<file path="src/rtl/lcv_mac_pkg.sv">
`default_nettype none
// ============================================================================
// Module      : lcv_mac_pkg
// Description : Shared definitions for the post-MAC accumulation stages:
//               accumulator FSM state encoding, default widths and a helper
//               returning the signed max/min representable at a given width.
// Revision    : 1.0 - initial release
// ============================================================================
package lcv_mac_pkg;

    localparam int c_DEF_IN_WIDTH  = 33;
    localparam int c_DEF_ACC_WIDTH = 48;
    localparam int c_DEF_OUT_WIDTH = 32;
    localparam int c_DEF_CNT_WIDTH = 8;

    // EMPTY: accumulator and term count are zero.
    // ACCUM: at least one non-last term of the current frame absorbed.
    typedef enum logic [0:0] {
        ST_EMPTY = 1'b0,
        ST_ACCUM = 1'b1
    } acc_state_t;

    // Signed limit of a two's-complement number of 'width' bits (width < 64).
    function automatic logic signed [63:0] sat_limit(input int unsigned width,
                                                     input logic        want_max);
        logic signed [63:0] r_half;
        r_half = 64'sd1 <<< (width - 1);
        if (want_max) return r_half - 64'sd1;
        return -r_half;
    endfunction

endpackage : lcv_mac_pkg
`default_nettype wire

</file>
<file path="src/rtl/lcv_sat_narrow.sv">
`default_nettype none
// ============================================================================
// Module      : lcv_sat_narrow
// Description : Combinational signed narrowing with saturation.
//               Ports: i_data  - signed input, IN_WIDTH bits (IN_WIDTH < 64)
//                      o_data  - signed result, OUT_WIDTH bits, clamped
//                      o_clamp - high when i_data was outside OUT_WIDTH range
// Revision    : 1.0 - initial release
// ============================================================================
module lcv_sat_narrow
    import lcv_mac_pkg::*;
#(
    parameter int IN_WIDTH  = c_DEF_ACC_WIDTH,
    parameter int OUT_WIDTH = c_DEF_OUT_WIDTH
) (
    input  logic signed [IN_WIDTH-1:0]  i_data,
    output logic        [OUT_WIDTH-1:0] o_data,
    output logic                        o_clamp
);

    localparam int c_PAD = 64 - IN_WIDTH;

    logic signed [63:0] w_wide;
    logic               w_hi;
    logic               w_lo;

    // Widen to 64 bits so the comparison against the package limits is exact.
    assign w_wide = {{c_PAD{i_data[IN_WIDTH-1]}}, i_data};
    assign w_hi   = (w_wide > sat_limit(OUT_WIDTH, 1'b1));
    assign w_lo   = (w_wide < sat_limit(OUT_WIDTH, 1'b0));

    always_comb begin
        o_data = i_data[OUT_WIDTH-1:0];
        if (w_hi) o_data = {1'b0, {(OUT_WIDTH-1){1'b1}}};
        if (w_lo) o_data = {1'b1, {(OUT_WIDTH-1){1'b0}}};
    end

    assign o_clamp = w_hi | w_lo;

endmodule : lcv_sat_narrow
`default_nettype wire

</file>
<file path="src/rtl/lcv_mac_frame_acc.sv">
`default_nettype none
// ============================================================================
// Module      : lcv_mac_frame_acc
// Description : Frame accumulator for the signed MAC result stream. Sums the
//               terms of a frame (terminated by s_last) into a wide
//               accumulator and emits a saturated OUT_WIDTH result with a
//               clamp flag and a saturating term count on a valid/ready port.
//               Ports: clk, rst (async, active-low)
//                      s_valid/s_ready/s_data/s_last - input term stream
//                      m_valid/m_ready/m_data/m_sat/m_count - frame result
// Revision    : 1.0 - initial release
// ============================================================================
module lcv_mac_frame_acc
    import lcv_mac_pkg::*;
#(
    parameter int IN_WIDTH  = c_DEF_IN_WIDTH,
    parameter int ACC_WIDTH = c_DEF_ACC_WIDTH,
    parameter int OUT_WIDTH = c_DEF_OUT_WIDTH,
    parameter int CNT_WIDTH = c_DEF_CNT_WIDTH
) (
    input  logic                 clk,
    input  logic                 rst,
    input  logic                 s_valid,
    output logic                 s_ready,
    input  logic [IN_WIDTH-1:0]  s_data,
    input  logic                 s_last,
    output logic                 m_valid,
    input  logic                 m_ready,
    output logic [OUT_WIDTH-1:0] m_data,
    output logic                 m_sat,
    output logic [CNT_WIDTH-1:0] m_count
);

    acc_state_t                  r_state;
    acc_state_t                  w_state_nxt;
    logic signed [ACC_WIDTH-1:0] r_acc;
    logic signed [ACC_WIDTH-1:0] w_acc_nxt;
    logic signed [ACC_WIDTH-1:0] w_term;
    logic signed [ACC_WIDTH-1:0] w_sum;
    logic [CNT_WIDTH-1:0]        r_cnt;
    logic [CNT_WIDTH-1:0]        w_cnt_nxt;
    logic [CNT_WIDTH-1:0]        w_cnt_inc;
    logic                        w_fire;
    logic                        w_load;
    logic [OUT_WIDTH-1:0]        w_sat_data;
    logic                        w_sat_clamp;

    // rst gating keeps the input closed during reset even though m_valid is
    // already cleared asynchronously.
    assign s_ready   = rst & (~m_valid | m_ready);
    assign w_fire    = s_valid & s_ready;

    assign w_term    = {{(ACC_WIDTH-IN_WIDTH){s_data[IN_WIDTH-1]}}, s_data};
    assign w_sum     = r_acc + w_term;
    assign w_cnt_inc = (r_cnt == {CNT_WIDTH{1'b1}}) ? r_cnt : r_cnt + 1'b1;

    lcv_sat_narrow #(
        .IN_WIDTH  (ACC_WIDTH),
        .OUT_WIDTH (OUT_WIDTH)
    ) u_sat (
        .i_data  (w_sum),
        .o_data  (w_sat_data),
        .o_clamp (w_sat_clamp)
    );

    always_comb begin
        w_state_nxt = r_state;
        w_acc_nxt   = r_acc;
        w_cnt_nxt   = r_cnt;
        w_load      = 1'b0;

        if (w_fire) begin
            if (s_last) begin
                w_load    = 1'b1;
                w_acc_nxt = '0;
                w_cnt_nxt = '0;
            end else begin
                w_acc_nxt = w_sum;
                w_cnt_nxt = w_cnt_inc;
            end
        end

        case (r_state)
            ST_EMPTY: if (w_fire && !s_last) w_state_nxt = ST_ACCUM;
            ST_ACCUM: if (w_fire &&  s_last) w_state_nxt = ST_EMPTY;
            default:  w_state_nxt = ST_EMPTY;
        endcase
    end

    always_ff @(posedge clk or negedge rst) begin
        if (!rst) begin
            r_state <= ST_EMPTY;
            r_acc   <= '0;
            r_cnt   <= '0;
        end else begin
            r_state <= w_state_nxt;
            r_acc   <= w_acc_nxt;
            r_cnt   <= w_cnt_nxt;
        end
    end

    // A load takes priority over a consume so back-to-back frames see no
    // bubble; payload registers only change on a load.
    always_ff @(posedge clk or negedge rst) begin
        if (!rst) begin
            m_valid <= 1'b0;
            m_data  <= '0;
            m_sat   <= 1'b0;
            m_count <= '0;
        end else if (w_load) begin
            m_valid <= 1'b1;
            m_data  <= w_sat_data;
            m_sat   <= w_sat_clamp;
            m_count <= w_cnt_inc;
        end else if (m_valid && m_ready) begin
            m_valid <= 1'b0;
        end
    end

endmodule : lcv_mac_frame_acc
`default_nettype wire

</file>
<file path="config.mk">
export PLATFORM = sky130hd
export DESIGN_NAME = lcv_mac_frame_acc
export DESIGN_NICKNAME = d
export VERILOG_FILES = /design/src/rtl/lcv_mac_pkg.sv /design/src/rtl/lcv_sat_narrow.sv /design/src/rtl/lcv_mac_frame_acc.sv
export SDC_FILE = /design/constraint.sdc
export NUM_CORES = 1
export LEC_CHECK = 0
export CAP_MARGIN = 40
export CORE_UTILIZATION = 55
export CTS_CLUSTER_SIZE = 10
export DETAILED_ROUTE_END_ITERATION = 10
export PLACE_DENSITY = 0.88
export SETUP_SLACK_MARGIN = 0.3
export SLEW_MARGIN = 10
export SYNTH_ARGS = -nofsm -noshare
export SYNTH_HDL_FRONTEND = slang
export SYNTH_SLANG_ARGS = --single-unit
</file>
<file path="constraint.sdc">
create_clock -name clk -period 5.44 [get_ports clk]
set_input_delay 0.544 -clock clk [delete_from_list [all_inputs] [get_ports clk]]
set_output_delay 0.544 -clock clk [all_outputs]
set_load 0.01 [all_outputs]
</file>
Yosys cells after proc, flatten, opt, wreduce, memory -nomap -nowiden
Cells that the tools add are included.
{"block": "totals", "regBits": 98, "latch_bits": 0, "mem_bits_rw": 0, "romBits": 0, "input_bits": 38, "wordCells": 27, "n_memories": 0}
{"block": "op_classes", "n_addsub": 2, "mul": 0, "div": 0, "n_lt_le_gt_ge": 2, "n_eq_ne": 1, "shifts": 0, "muxes": 9, "n_bitwise": 5, "reduce_logical": 2}
{"cell": "$mux W32", "count": 2}
{"cell": "$add A48 B33 Y48", "count": 1}
{"cell": "$gt A48 B32 Y1 const B", "count": 1}
{"cell": "$lt A48 B32 Y1 const B", "count": 1}
{"cell": "$mux W48", "count": 1}
{"cell": "$mux W8", "count": 2}
{"cell": "$add A8 B1 Y8 const B", "count": 1}
{"cell": "$eq A8 B8 Y1 const B", "count": 1}
{"cell": "$mux W1", "count": 4}
{"cell": "$and A1 B1 Y1", "count": 2}
{"cell": "$or A1 B1 Y1", "count": 2}
{"cell": "$reduce_bool A2 Y1", "count": 1}
{"cell": "$logic_and A1 B1 Y1", "count": 1}
{"cell": "$not A1 Y1", "count": 1}

Longest topological paths before layout
{"block": "logic_depth", "ltp_word": 6, "ltp_mapped": 13}

Modules after synthesis
A second synthesis with hierarchy kept.
{"block": "unflattened", "cells_unflattened": 740, "area_unflattened_um2": 6919.1}
{"module": "lcv_mac_frame_acc", "n_inst": 1, "cells_per_inst": 690, "area_each_um2": 6500.0, "seq_area_each_um2": 2452.4}
{"module": "lcv_sat_narrow", "n_inst": 1, "cells_per_inst": 50, "area_each_um2": 419.2, "seq_area_each_um2": 0.0}

Worst setup path after synthesis
No wires, ideal clock.
{"block": "synth_path", "kind": "input -> register", "start": "input port s_data[0]", "end": "register m_data[2]", "setup_ps": 82, "t_arrival_ps": 3382, "t_required_ps": 5358, "slack_ps": 1976, "stages": 13, "cell_sequence": "ha_1 > fa_1 > a211oi_1 > o211ai_1 > a31oi_1 > a21boi_0 > o21ai_0 > mux2i_1 > nand3_1 > nor4_2 > a21oi_2 > buf_6 > a22oi_2"}
{"block": "synth_via", "elab_chain_len": 4, "word_cells_on_any_way": 5, "cone_classes": "add/sub: 1; order compare: 2; mux: 2"}
{"element": "start: declaration", "line_no": "lcv_mac_frame_acc.sv:25", "rtl": "input logic [IN_WIDTH-1:0] s_data,"}
{"element": "$add A48 B33 Y48 (*)", "line_no": "lcv_mac_frame_acc.sv:54", "rtl": "assign w_sum = r_acc + w_term;"}
{"element": "$gt A48 B32 Y1", "line_no": "lcv_sat_narrow.sv:29", "rtl": "assign w_hi = (w_wide > sat_limit(OUT_WIDTH, 1'b1));"}
{"element": "$mux W32", "line_no": "lcv_sat_narrow.sv:34", "rtl": "if (w_hi) o_data = {1'b0, {(OUT_WIDTH-1){1'b1}}};"}
{"element": "$mux W32 (*)", "line_no": "lcv_sat_narrow.sv:35", "rtl": "if (w_lo) o_data = {1'b1, {(OUT_WIDTH-1){1'b0}}};"}
{"element": "end signal: assignment", "line_no": "lcv_mac_frame_acc.sv:112", "rtl": "m_data <= w_sat_data;"}
{"element": "end: declaration", "line_no": "lcv_mac_frame_acc.sv:29", "rtl": "output logic [OUT_WIDTH-1:0] m_data,"}
Every way passes the cells marked *; elsewhere a longest branch is shown, timed or not.
A chain may end at the register's enable or synchronous reset.

Worst setup path after layout
{"block": "layout_path", "start": "input port s_data[0]", "end": "register m_data[27]"}
The elaborated chain is that of the path after synthesis.

==> impl_metrics.py <==
metrics = {
    "yosys": {
        "async_reset_ff_share_pct": 100,
        "synthCells": 842,
        "synth.distinct_cells": 80,
        "synth_area_mm2": 0.00754,
        "synth_warnings": 0,
        "yosysTopAreaCell": "dfrtp_1",
        "ys_seq_area_share_pct": 32.5,
        "ys_ff_latch": 98,
        "netlist.area_leader.share_pct": 32.5,
        "synth_nets": 929,
        "syn-mean-instance-area_um2": 8.96,
        "synth-main-ff-cell": "dfrtp_1",
        "synth_edf_count": 0,
        "yosys-top-cells-area": "dfrtp_1 (33%), ha_1 (8.0%), a21oi_1 (6.2%)",
    },
    "worst_setup_path": {
        "cp.required_ns": 5.68,
        "cp-start-kind": "input port",
        "cp_slowest_cell": "fa_1",
        "crit_start": "s_data[0]",
        "cp-end-kind": "flip-flop",
        "worst-path-buf-inv": 2,
        "critical_path_class": "input port to flip-flop",
        "path_max_fanout": 31,
        "slowest_delay_ns": 0.44,
        "crit_family": "compound AO/OA/AOI/OAI gates",
        "crit_arrival_ns": 4.58,
        "rrSetupSlack_ns": 1.32,
        "rr_startpoint": "r_acc[0]",
        "crit_chain": "clkdlybuf4s50_1, ha_1, fa_1, a211oi_1, o211ai_1, a31oi_1, a21bo_1, a21o_1, o21bai_1, xnor2_1, nand4bb_1, o31ai_4, buf_12, a22oi_2",
    },
    "clock_tree": {
        "clk_root_buffer_cell": "clkbuf_16",
        "clock_latency_ns": 0.36,
        "numCtsBuffers": 9,
        "cts_resized": 0,
        "cts_tree": "yes",
        "ctsHoldBuffers": 0,
        "htreeDepth": 3,
        "cts_setup_buffers": 0,
        "path_clk_slew_ns": 0.07,
        "cts.sinks": 98,
        "cts_max_path_buffers": 2,
    },
    "finish": {
        "fin_cells": 1083,
        "fillers": 1052,
        "areaGrowthSynthToFinish_pct": 15.8,
        "final_util_pct": 65.7,
        "diodes": 0,
        "nets": 989,
        "final_cell_mix": "nand2_1 (120), dfrtp_1 (98), a21oi_1 (93)",
        "layout_commonest_cell": "nand2_1",
        "drive_gt1_share_pct": 12.1,
    },
    "placed_design": {
        "port-buffer-count": 80,
        "place_inst": 1067,
        "place_hpwl_um": 14500,
        "gp_congestion": 1.00,
    },
    "floorplanning": {
        "io_pins": 81,
        "die_y_um": 119,
        "die_width_um": 119,
        "start_util_pct": 56.7,
        "core_area_mm2": 0.0133,
        "die-area_mm2": 0.0142,
        "num_rows": 42,
    },
    "timing": {
        "rsz0062_at_grt": "no",
        "fin_skew_ns": 0.00540,
        "fin_crit_sh_pct": 79.8,
        "hold_viol": 0,
        "fin_tns_setup_ns": 0,
        "drv_slew": 0,
        "relSlewSlack_pct": 49.9,
        "setup_violations": 0,
        "period_needed_ns": 4.34,
        "fmax_mhz": 230,
        "worst_pin_slew_ns": 0.751,
    },
    "power": {
        "powerDensity_mw_per_mm2": 553,
        "p_leak_nw": 3.64,
        "irDropWorstVdd_uv": 384,
    },
    "global_routing": {
        "grt_pass1_vias": 6680,
        "grt_overflow": 0,
        "grt_max_degree": 82,
        "antenna_found_initial": 0,
        "grt_pass1_wl_um": 32900,
        "grt_usage_pct": 28.8,
    },
    "route": {
        "antenna_left": 0,
        "wl_um": 19600,
        "viasPerCell": 6.31,
        "drc": 0,
        "dr_total_vias": 6831,
        "wire_per_inst_um": 18.1,
        "drt_iter0_drc": 610,
        "drt_pass1_iterations": 7,
    },
    "job": {
        "drv_cap": 0,
    },
    "outcome": {
        "outcome": "finished, final reports clean",
    },
    "worst_hold_path": {
        "hp-class": "input port to asynchronous set/reset pin",
    },
}
[report_power, final]
group	total, mW	internal [mW]	switching [mW]
clock network	0.636	0.331	0.305
registers	1.16	0.983	0.181
logic	3.04	1.25	1.78
total	4.84	2.57	2.27
[cell families (layout without fill, tap and decap cells)]
logic type | count (synthesis) | after routing | synth area share [%]
simple gates | 278 | 278 | 18.2
compound gates | 320 | 320 | 31.6
flops | 98 | 98 | 32.5
buf+inv | 52 | 117 | 4.06
fa+ha+maj | 49 | 49 | 8.23
mux | 6 | 6 | 0.829
xor+xnor | 39 | 39 | 4.53
[area by class of cell]
type	instances	area (um2)	area share, %
Clock inverter	5	42.5	0.487
Timing Repair Buffer	91	938	10.7
Inverter	10	37.5	0.429
Tap cell	176	220	2.52
Sequential cell	98	2450	28.1
Multi-Input combinational cell	692	4810	55.0
Clock buffer	11	243	2.78
[registers in the layout, summed over array words and instances, names as in the netlist]
signal / count
r_acc: 48
m_valid: 1
m_count: 8
m_sat: 1
m_data: 32
r_cnt: 8
[path summary, 6_finish.rpt]
kind	cells past startpoint	to
setup / recovery	14	m_data[27]
hold / removal	1	m_data[9]
setup reg to reg	13	m_data[27]
hold reg to reg	2	m_count[4]
max in group asynchronous	2	m_data[7]
min in group clk	2	m_count[4]
[cells in the mapped netlist (6+ instances only)]
cell	instances
o21ai_1	9
a22o_1	39
a21oi_2	8
buf_6	12
dfrtp_1	98
a21o_1	10
o211ai_1	10
nor3_1	16
a31oi_1	8
nand4_1	11
nand2_1	122
o21bai_1	6
o21ai_0	51
xor2_1	15
clkbuf_1	20
xnor2_1	24
ha_1	48
a211oi_1	7
nand2b_1	7
a211oi_2	6
a21oi_1	93
a22oi_2	33
nor2_1	50
nand3_1	22
inv_1	10
[metrics by stage]
stage                     power (mW)  setup WS [ns]  hold slack, ns  cell area [um2]
after floorplan                 3.39           1.98           0.248             7540
after global placement          4.08          0.930           0.459             8430
after detailed placement        4.14          0.886           0.470             8450
after CTS                       4.81           1.23           0.256             8740
after global routing            5.18          0.933           0.268             8740
final                           4.84           1.10           0.211             8740
[worst register-to-register path, stage by stage (launching register included)]
cell,delay [ns]
dfrtp_1,0.39
ha_1,0.24
fa_1,0.44
a211oi_1,0.36
o211ai_1,0.16
a31oi_1,0.41
a21bo_1,0.23
a21o_1,0.30
o21bai_1,0.14
xnor2_1,0.37
nand4bb_1,0.27
o31ai_4,0.32
buf_12,0.26
a22oi_2,0.13
[metal layers]
layer  wire length (um)  vias up  track usage (%)  share of wire, %
met1               8810     3265             39.2                45
met2               9130      255             46.7                47
met4                490        0             10.6               2.5
met5                  0        -                0                 0
met3               1150       36             4.07               5.9
li1                   -     3275                -                 -
No activity file was read; power rests on OpenSTA's default activity.
